--- src/rtl/hc_sr04_echo_responder.sv ---
// HC-SR04 ultrasonic sensor emulator: validates a trigger pulse, waits out the burst
// delay, then returns an echo pulse whose width encodes a programmed distance in mm.
module hc_sr04_echo_responder #(
  parameter int MIN_TRIG  = 500,
  parameter int BURST_DLY = 10000,
  parameter int TIMEOUT   = 1900000,
  parameter int MAX_MM    = 4000,
  parameter int HOLDOFF   = 500
) (
  input  logic        clk_50M,
  input  logic        reset,
  input  logic        trig_in,
  input  logic [15:0] distance_mm,
  input  logic        obj_present,
  output logic        echo_tx,
  output logic        busy,
  output logic        trig_err
);

  localparam int CW     = 21;
  localparam int DW     = 29;
  localparam int SYNC_N = 2;

  localparam logic [CW-1:0] MIN_TRIG_C   = CW'(MIN_TRIG);
  localparam logic [CW-1:0] BURST_LAST_C = CW'(BURST_DLY - 1);
  localparam logic [CW-1:0] HOLD_LAST_C  = CW'(HOLDOFF);
  localparam logic [CW-1:0] TIMEOUT_C    = CW'(TIMEOUT);
  localparam logic [31:0]   MAX_MM_C     = 32'(MAX_MM);
  localparam logic [5:0]    DIVISOR_C    = 6'd17;

  typedef enum logic [2:0] {
    ST_IDLE,
    ST_TRIG_HI,
    ST_BURST,
    ST_ECHO,
    ST_HOLDOFF
  } state_t;

  state_t            state_reg, state_next;
  logic [CW-1:0]     cnt_reg, cnt_next;
  logic [SYNC_N-1:0] sync_reg;
  logic              trig_d_reg;
  logic              trig_s, trig_rise, trig_fall;
  logic              latch_en;
  logic              err_next, err_pend_reg, err_reg;
  logic              echo_reg, busy_reg;

  logic [15:0]       dist_reg;
  logic              obj_reg;

  logic [DW-1:0]     dvd_reg, dvd_load;
  logic [4:0]        rem_reg, rem_step;
  logic [CW-1:0]     quot_reg;
  logic [4:0]        div_cnt_reg;
  logic              div_run_reg;
  logic [5:0]        trial;
  logic              qbit;

  logic              use_timeout;
  logic [CW-1:0]     echo_w;

  // Input synchronizer plus one registered copy for edge detection.
  always_ff @(posedge clk_50M) begin
    if (!reset) begin
      sync_reg   <= '0;
      trig_d_reg <= 1'b0;
    end else begin
      sync_reg   <= {sync_reg[SYNC_N-2:0], trig_in};
      trig_d_reg <= trig_s;
    end
  end

  assign trig_s    = sync_reg[SYNC_N-1];
  assign trig_rise = trig_s & ~trig_d_reg;
  assign trig_fall = ~trig_s & trig_d_reg;

  // Echo width in clocks: ceil(d*5000/17), clamped to at least one cycle.
  assign use_timeout = !obj_reg || ({16'd0, dist_reg} > MAX_MM_C);
  assign echo_w      = use_timeout ? TIMEOUT_C :
                       ((quot_reg == '0) ? CW'(1) : quot_reg);

  always_ff @(posedge clk_50M) begin
    if (!reset) begin
      state_reg <= ST_IDLE;
      cnt_reg   <= '0;
    end else begin
      state_reg <= state_next;
      cnt_reg   <= cnt_next;
    end
  end

  always_comb begin
    state_next = state_reg;
    cnt_next   = cnt_reg;
    latch_en   = 1'b0;
    err_next   = 1'b0;
    case (state_reg)
      ST_IDLE: begin
        cnt_next = '0;
        // The detect cycle already has trig_s high, so it is counted.
        if (trig_rise) begin
          state_next = ST_TRIG_HI;
          cnt_next   = CW'(1);
        end
      end
      ST_TRIG_HI: begin
        if (trig_fall) begin
          cnt_next = '0;
          if (cnt_reg >= MIN_TRIG_C) begin
            state_next = ST_BURST;
            latch_en   = 1'b1;
          end else begin
            state_next = ST_IDLE;
            err_next   = 1'b1;
          end
        end else if (trig_s && (cnt_reg < MIN_TRIG_C)) begin
          cnt_next = cnt_reg + CW'(1);
        end
      end
      ST_BURST: begin
        if (cnt_reg == BURST_LAST_C) begin
          state_next = ST_ECHO;
          cnt_next   = '0;
        end else begin
          cnt_next = cnt_reg + CW'(1);
        end
      end
      ST_ECHO: begin
        if (cnt_reg == (echo_w - CW'(1))) begin
          state_next = ST_HOLDOFF;
          cnt_next   = '0;
        end else begin
          cnt_next = cnt_reg + CW'(1);
        end
      end
      ST_HOLDOFF: begin
        if (cnt_reg == HOLD_LAST_C) begin
          state_next = ST_IDLE;
          cnt_next   = '0;
        end else begin
          cnt_next = cnt_reg + CW'(1);
        end
      end
      default: begin
        state_next = ST_IDLE;
        cnt_next   = '0;
      end
    endcase
  end

  always_ff @(posedge clk_50M) begin
    if (!reset) begin
      dist_reg <= '0;
      obj_reg  <= 1'b0;
    end else if (latch_en) begin
      dist_reg <= distance_mm;
      obj_reg  <= obj_present;
    end
  end

  // Restoring divide by 17, one quotient bit per clock; finishes well inside BURST.
  assign dvd_load = {13'd0, distance_mm} * DW'(5000) + DW'(16);
  assign trial    = {rem_reg, dvd_reg[DW-1]};
  assign qbit     = (trial >= DIVISOR_C);
  assign rem_step = qbit ? 5'(trial - DIVISOR_C) : trial[4:0];

  always_ff @(posedge clk_50M) begin
    if (!reset) begin
      dvd_reg     <= '0;
      rem_reg     <= '0;
      quot_reg    <= '0;
      div_cnt_reg <= '0;
      div_run_reg <= 1'b0;
    end else if (latch_en) begin
      dvd_reg     <= dvd_load;
      rem_reg     <= '0;
      quot_reg    <= '0;
      div_cnt_reg <= '0;
      div_run_reg <= 1'b1;
    end else if (div_run_reg) begin
      dvd_reg     <= {dvd_reg[DW-2:0], 1'b0};
      rem_reg     <= rem_step;
      quot_reg    <= {quot_reg[CW-2:0], qbit};
      div_cnt_reg <= div_cnt_reg + 5'd1;
      if (div_cnt_reg == 5'(DW - 1)) begin
        div_run_reg <= 1'b0;
      end
    end
  end

  // Outputs come straight from flops, decoded from the next state.
  always_ff @(posedge clk_50M) begin
    if (!reset) begin
      echo_reg     <= 1'b0;
      busy_reg     <= 1'b0;
      err_pend_reg <= 1'b0;
      err_reg      <= 1'b0;
    end else begin
      echo_reg     <= (state_next == ST_ECHO);
      busy_reg     <= (state_next != ST_IDLE);
      err_pend_reg <= err_next;
      err_reg      <= err_pend_reg;
    end
  end

  assign echo_tx  = echo_reg;
  assign busy     = busy_reg;
  assign trig_err = err_reg;

endmodule

--- config.mk ---
export PLATFORM = sky130hd
export DESIGN_NAME = hc_sr04_echo_responder
export DESIGN_NICKNAME = d
export VERILOG_FILES = /design/src/rtl/hc_sr04_echo_responder.sv
export SDC_FILE = /design/constraint.sdc
export NUM_CORES = 1
export LEC_CHECK = 0
export ABC_CLOCK_PERIOD_IN_PS = 6300
export CORE_UTILIZATION = 49
export DETAILED_ROUTE_END_ITERATION = 8
export PLACE_DENSITY = 0.66
export RECOVER_POWER = 100
export SYNTH_ARGS = -nofsm -noshare
export SYNTH_HDL_FRONTEND = slang
export SYNTH_SLANG_ARGS = --single-unit
--- constraint.sdc ---
create_clock -name clk_50M -period 6.3 [get_ports clk_50M]
set_input_delay 0.63 -clock clk_50M [delete_from_list [all_inputs] [get_ports clk_50M]]
set_output_delay 0.63 -clock clk_50M [all_outputs]
set_load 0.01 [all_outputs]
### Yosys cells after proc, flatten, opt, wreduce, memory -nomap -nowiden

Index checks and enable logic that the tools add are counted.

* register bits after elaboration: 109
* input bits: 20
* output and inout port bits: 3

* eq/ne operators: 10
* multiply operators: 1
* magnitude comparators: 4
* add/subtract/negate cells: 5
* multiplexer cells: 26
* bitwise operators: 5
* reductions and logical operators: 9

Operators with widths (count)
* 21-bit two-way mux: 7
* 21-bit case mux with 5 select lines: 1
* 29-bit two-way mux: 2
* 29-bit by 5-bit adder with 29-bit output, second input constant: 1
* 16-bit by 10-bit multiplier with 26-bit output, second input constant: 1
* 21-bit by 1-bit adder with 21-bit output, second input constant: 1
* 21-bit by 14-bit == test with 1-bit output, second input constant: 1
* 21-bit == test: 1
* 21-bit by 9-bit == test with 1-bit output, second input constant: 1
* 21-bit by 9-bit greater-or-equal comparator with 1-bit output, second input constant: 1
* 21-bit zero test: 1
* 21-bit by 9-bit < comparator with 1-bit output, second input constant: 1
* 21-bit by 1-bit subtractor with 21-bit output, second input constant: 1
* 16-bit by 12-bit greater-than comparator with 1-bit output, second input constant: 1
* 3-bit two-way mux: 5
* 3-bit case mux with 5 select lines: 1
* 3-bit by 2-bit == test with 1-bit output, second input constant: 3
* 1-bit two-way mux: 8
* 6-bit by 5-bit greater-or-equal comparator with 1-bit output, second input constant: 1
* 5-bit by 1-bit adder with 5-bit output, second input constant: 1
* 5-bit == test, second input constant: 1
* 5-bit two-way mux: 1
* 5-bit subtractor, second input constant: 1
* 3-bit by 1-bit == test with 1-bit output, second input constant: 1
* other kinds (13): 16

### Logic depth before layout (Yosys ltp)

* depth in word-level cells: 8
* depth in mapped cells: 22

### Least setup slack after synthesis

No wires, ideal clock.

* kind: input to register
* start point: input distance_mm[5]
* end point: register dvd_reg[28]
* cell stages on the path: 19
* arrival time: 5.484 ns
* slack: 0.742 ns
* library setup time: 0.074 ns
* required time: 6.226 ns
* cell sequence: inv_1 fa_1 inv_1 ha_1 fa_1 ha_1 inv_1 fa_1 inv_1 ha_1 a21oi_1 o21ai_0 o21ai_0 a21oi_1 a2111oi_2 o31a_1 nand3_1 or4_1 a31oi_1

* cells in the longest elaborated chain, start to end: 3

RTL lines
* start: declaration: RTL line 13 `input logic [15:0] distance_mm,`
* 16-bit by 10-bit multiplier with 26-bit output: RTL line 162 `assign dvd_load = {13'd0, distance_mm} * DW'(5000) + DW'(16);`
* 29-bit by 5-bit adder with 29-bit output: RTL line 162
* 29-bit two-way mux: RTL line 174 `end else if (latch_en) begin`
* end signal: assignment: RTL line 175 `dvd_reg <= dvd_load;`
* end signal: assignment: RTL line 181 `dvd_reg <= {dvd_reg[DW-2:0], 1'b0};`
* end: declaration: RTL line 51 `logic [DW-1:0] dvd_reg, dvd_load;`

Every way passes these cells.
A chain may end at the register's enable or synchronous reset.

### Worst setup path after layout

* start point: input distance_mm[6]
* end point: register dvd_reg[28]

Same word-level chain as after synthesis.

==> flow_summary.yaml <==
grt:
  grt_usage_pct: 20.7
  grt_pass1_wl_um: 30600
  grt_use_met2_pct: 34.0
  busiest_layer: "met2"
  grt_pass1_vias: 6475
  antenna_found_initial: 0
  overflow: 0
  grt.met3_usage_pct: 3.07
  grt_max_degree: 55
  grt.met1_usage_pct: 27.7
sta:
  rsz0062_at_grt: "no"
  fin_crit_sh_pct: 94.4
  finalHoldViolations: 0
  slew_headroom_pct: -52.0
  setup_tns_ns: 0
  min_period_ns: 5.94
  clock.fmax_mhz: 168
  finalSetupViolations: 0
  skew_ns: 0.0113
  drv_slew: 90
  worst_pin_slew_ns: 2.28
place:
  place.gp.congestion: 0.861
  hpwl_um: 13900
  numPortBuffers: 22
  place_area_mm2: 0.00927
critical_path:
  worstPathMaxFanout: 6
  r2r-start: "quot_reg[13]"
  worstSetupPathType: "primary input to register"
  crit_start: "distance_mm[6]"
  worst-r2r-setup-slack_ns: 0.73
  crit_path_start_kind: "primary input"
  max_stage_delay_ns: 0.55
  worst-endpoint-arrival_ns: 6.22
  cpMaxStageDelayCell: "fa_1"
  endpoint: "dvd_reg[28]"
  r2r-end: "cnt_reg[0]"
  end_kind: "register"
  rr_worst_depth: 15
  cp_common_cell: "inv_1"
  cp.required_ns: 6.58
  crit_chain: "clkdlybuf4s50_1 -> inv_1 -> fa_1 -> inv_1 -> ha_1 -> fa_1 -> ha_1 -> inv_1 -> fa_1 -> inv_1 -> ha_1 -> a21o_1 -> nor3_1 -> a21bo_1 -> o22ai_1 -> nor4bb_1 -> o31a_1 -> nand3_1 -> or4_1 -> a31oi_1"
power:
  p_per_area_mw_per_mm2: 310
  power_frac_comb_pct: 58.0
  p_int_mw: 1.71
  p_seq_share_pct: 22.7
  clockPowerShare_pct: 19.3
  p_sw_share_pct: 42.3
  switchingPower_mw: 1.25
  p_total_mw: 2.96
  peakVddDrop_mv: 0.175
  p_leak_nw: 3.91
detailed_routing:
  drtIter0Drc: 363
  ant_nets: 0
  firstDrtPassIters: 5
  avgRoutedWirePerCell_um: 13.7
  drc: 0
  viasPerCell: 5.43
  wl_um: 17900
  vias: 7058
logic_synthesis:
  synth_area_leaders: "dfxtp_1 24%, ha_1 11%, fa_1 8.0%"
  synth_edf_count: 0
  yosysMostFrequentCell: "inv_1"
  ys_types: 76
  syn_nets: 1195
  synth_flop_cell: "dfxtp_1"
  synth_seq_area_share_pct: 24.2
  synth_common_cells: "120 x inv_1, 106 x dfxtp_1, 101 x nor2_1"
  synth_top_area_share_pct: 24.2
  syn_inst: 1061
  syn_area_mm2: 0.00877
  async_flop_share_pct: 0
  synth_top_cell_by_area: "dfxtp_1"
  ys_warn_count: 0
  avgSynthCellArea_um2: 8.27
  synth_seq_cells: 106
clocking:
  post_cts_resize_count: 0
  h-tree-depth: 3
  hold_buffers: 0
  post_cts_buffers: 0
  clk_pin_slew_ns: 0.07
  cts_tree: "yes"
  cts_sinks: 106
  clockBufferDepth: 2
  cts_root_buffer: "clkbuf_16"
  cts_buffers: 9
  clk_latency_ns: 0.35
cells_and_area:
  drive_above_1_share_pct: 5.68
  largest_reg_flops: 26
  nets: 1203
  n_antenna_cell: 0
  final_cell_area_mm2: 0.00954
  utilization_pct: 54.8
  syn_to_final_growth_pct: 8.82
  nFillCells: 1662
hold_path:
  hp-class: "register to register"
  hold_start: "err_pend_reg"
job:
  cap_viol_max_count: 2
floorplanning:
  placementRows: 48
  start_util_pct: 50.4
  die_h_um: 136
  die_area_mm2: 0.0184
  die_w_um: 136
  core_mm2: 0.0174
  io_pins: 23
status:
  outcome: "complete, but fails checks"
  violations: "max-capacitance violations, max-slew violations"
==> worst min path at each step <==
stage	to	depth (start not counted)
6_report	trig_err	1
4_1_cts	trig_err	1
5_1_grt	dist_reg[11]	2
3_5_place_dp	trig_err	1
3_3_place_gp	trig_err	1
2_1_floorplan	sync_reg[1]	1
==> worst max-delay path, delay by kind of cell <==
family,cells,cell delay (ns)
buf+inv,5,0.73
fa+ha+maj,6,2.46
simple gates,4,1.24
compound gates,5,1.14
==> area by class of cell <==
type / instances / area (um^2) / area share [%]
Multi-Input combinational cell: 783 / 5970 / 62.6
Sequential cell: 106 / 2120 / 22.2
Tap cell: 225 / 282 / 2.95
Timing Repair Buffer: 49 / 412 / 4.31
Clock buffer: 9 / 225 / 2.36
Inverter: 120 / 450 / 4.72
Clock inverter: 7 / 76.3 / 0.800
==> power groups by stage <==
stage,clock [mW],sequential (mW),combinational (mW)
finish,0.571,0.673,1.72
global route,0.619,0.673,1.95
CTS,0.588,0.673,1.72
detailed placement,0,0.689,1.71
global placement,0,0.689,1.70
floorplan,0,0.688,1.35
==> stage by stage <==
| stage | worst slack, ns | cells | hold WS (ns) |
|---|---|---|---|
| 6_report | 0.355 | 1299 | 0.443 |
| 5_1_grt | 0.0201 | 1299 | 0.476 |
| 4_1_cts | 0.400 | 1299 | 0.447 |
| 3_5_place_dp | 0.0453 | 1283 | 0.428 |
| 3_3_place_gp | 0.143 | 1283 | 0.413 |
| 2_1_floorplan | 0.742 | 1061 | 0.412 |
==> cells in the final DEF (no fill, tap or decap), drive strengths merged, types with 4 or more instances in the layout <==
cell type	n
inv	122
dfxtp	106
nor2	101
ha	79
nand2	76
xnor2	50
a21oi	45
mux2i	41
fa	35
nand3	32
xor2	31
a211oi	31
nor3	29
o21ai	28
buf	24
clkdlybuf4s50	18
nand4	17
nor2b	15
or4	14
clkbuf	12
o31ai	11
and3	10
nor4	10
o21a	9
nand2b	8
or2	8
or3	7
and2	7
a21o	6
and4	6
o211ai	5
nand3b	5
a31oi	5
a2111oi	5
o22ai	4
dlygate4sd3	4
nor3b	4
o2111ai	4
==> layer usage <==
layer / routed length, um / share of wire, %
met1: 8720 / 49
met2: 8370 / 47
met3: 464 / 2.6
met4: 303 / 1.7
met5: 0 / 0
==> cell families (layout without fill, tap and decap cells) <==
group           after synthesis  after routing  synth area share [%]
simple gates                359            359                  20.8
compound gates              183            183                  14.6
buf+inv                     172            185                  7.53
fa+ha+maj                   114            114                  19.3
flops                       106            106                  24.2
xor+xnor                     83             83                  8.60
mux                          44             44                  5.06
Power figures use the tool's default switching activity.
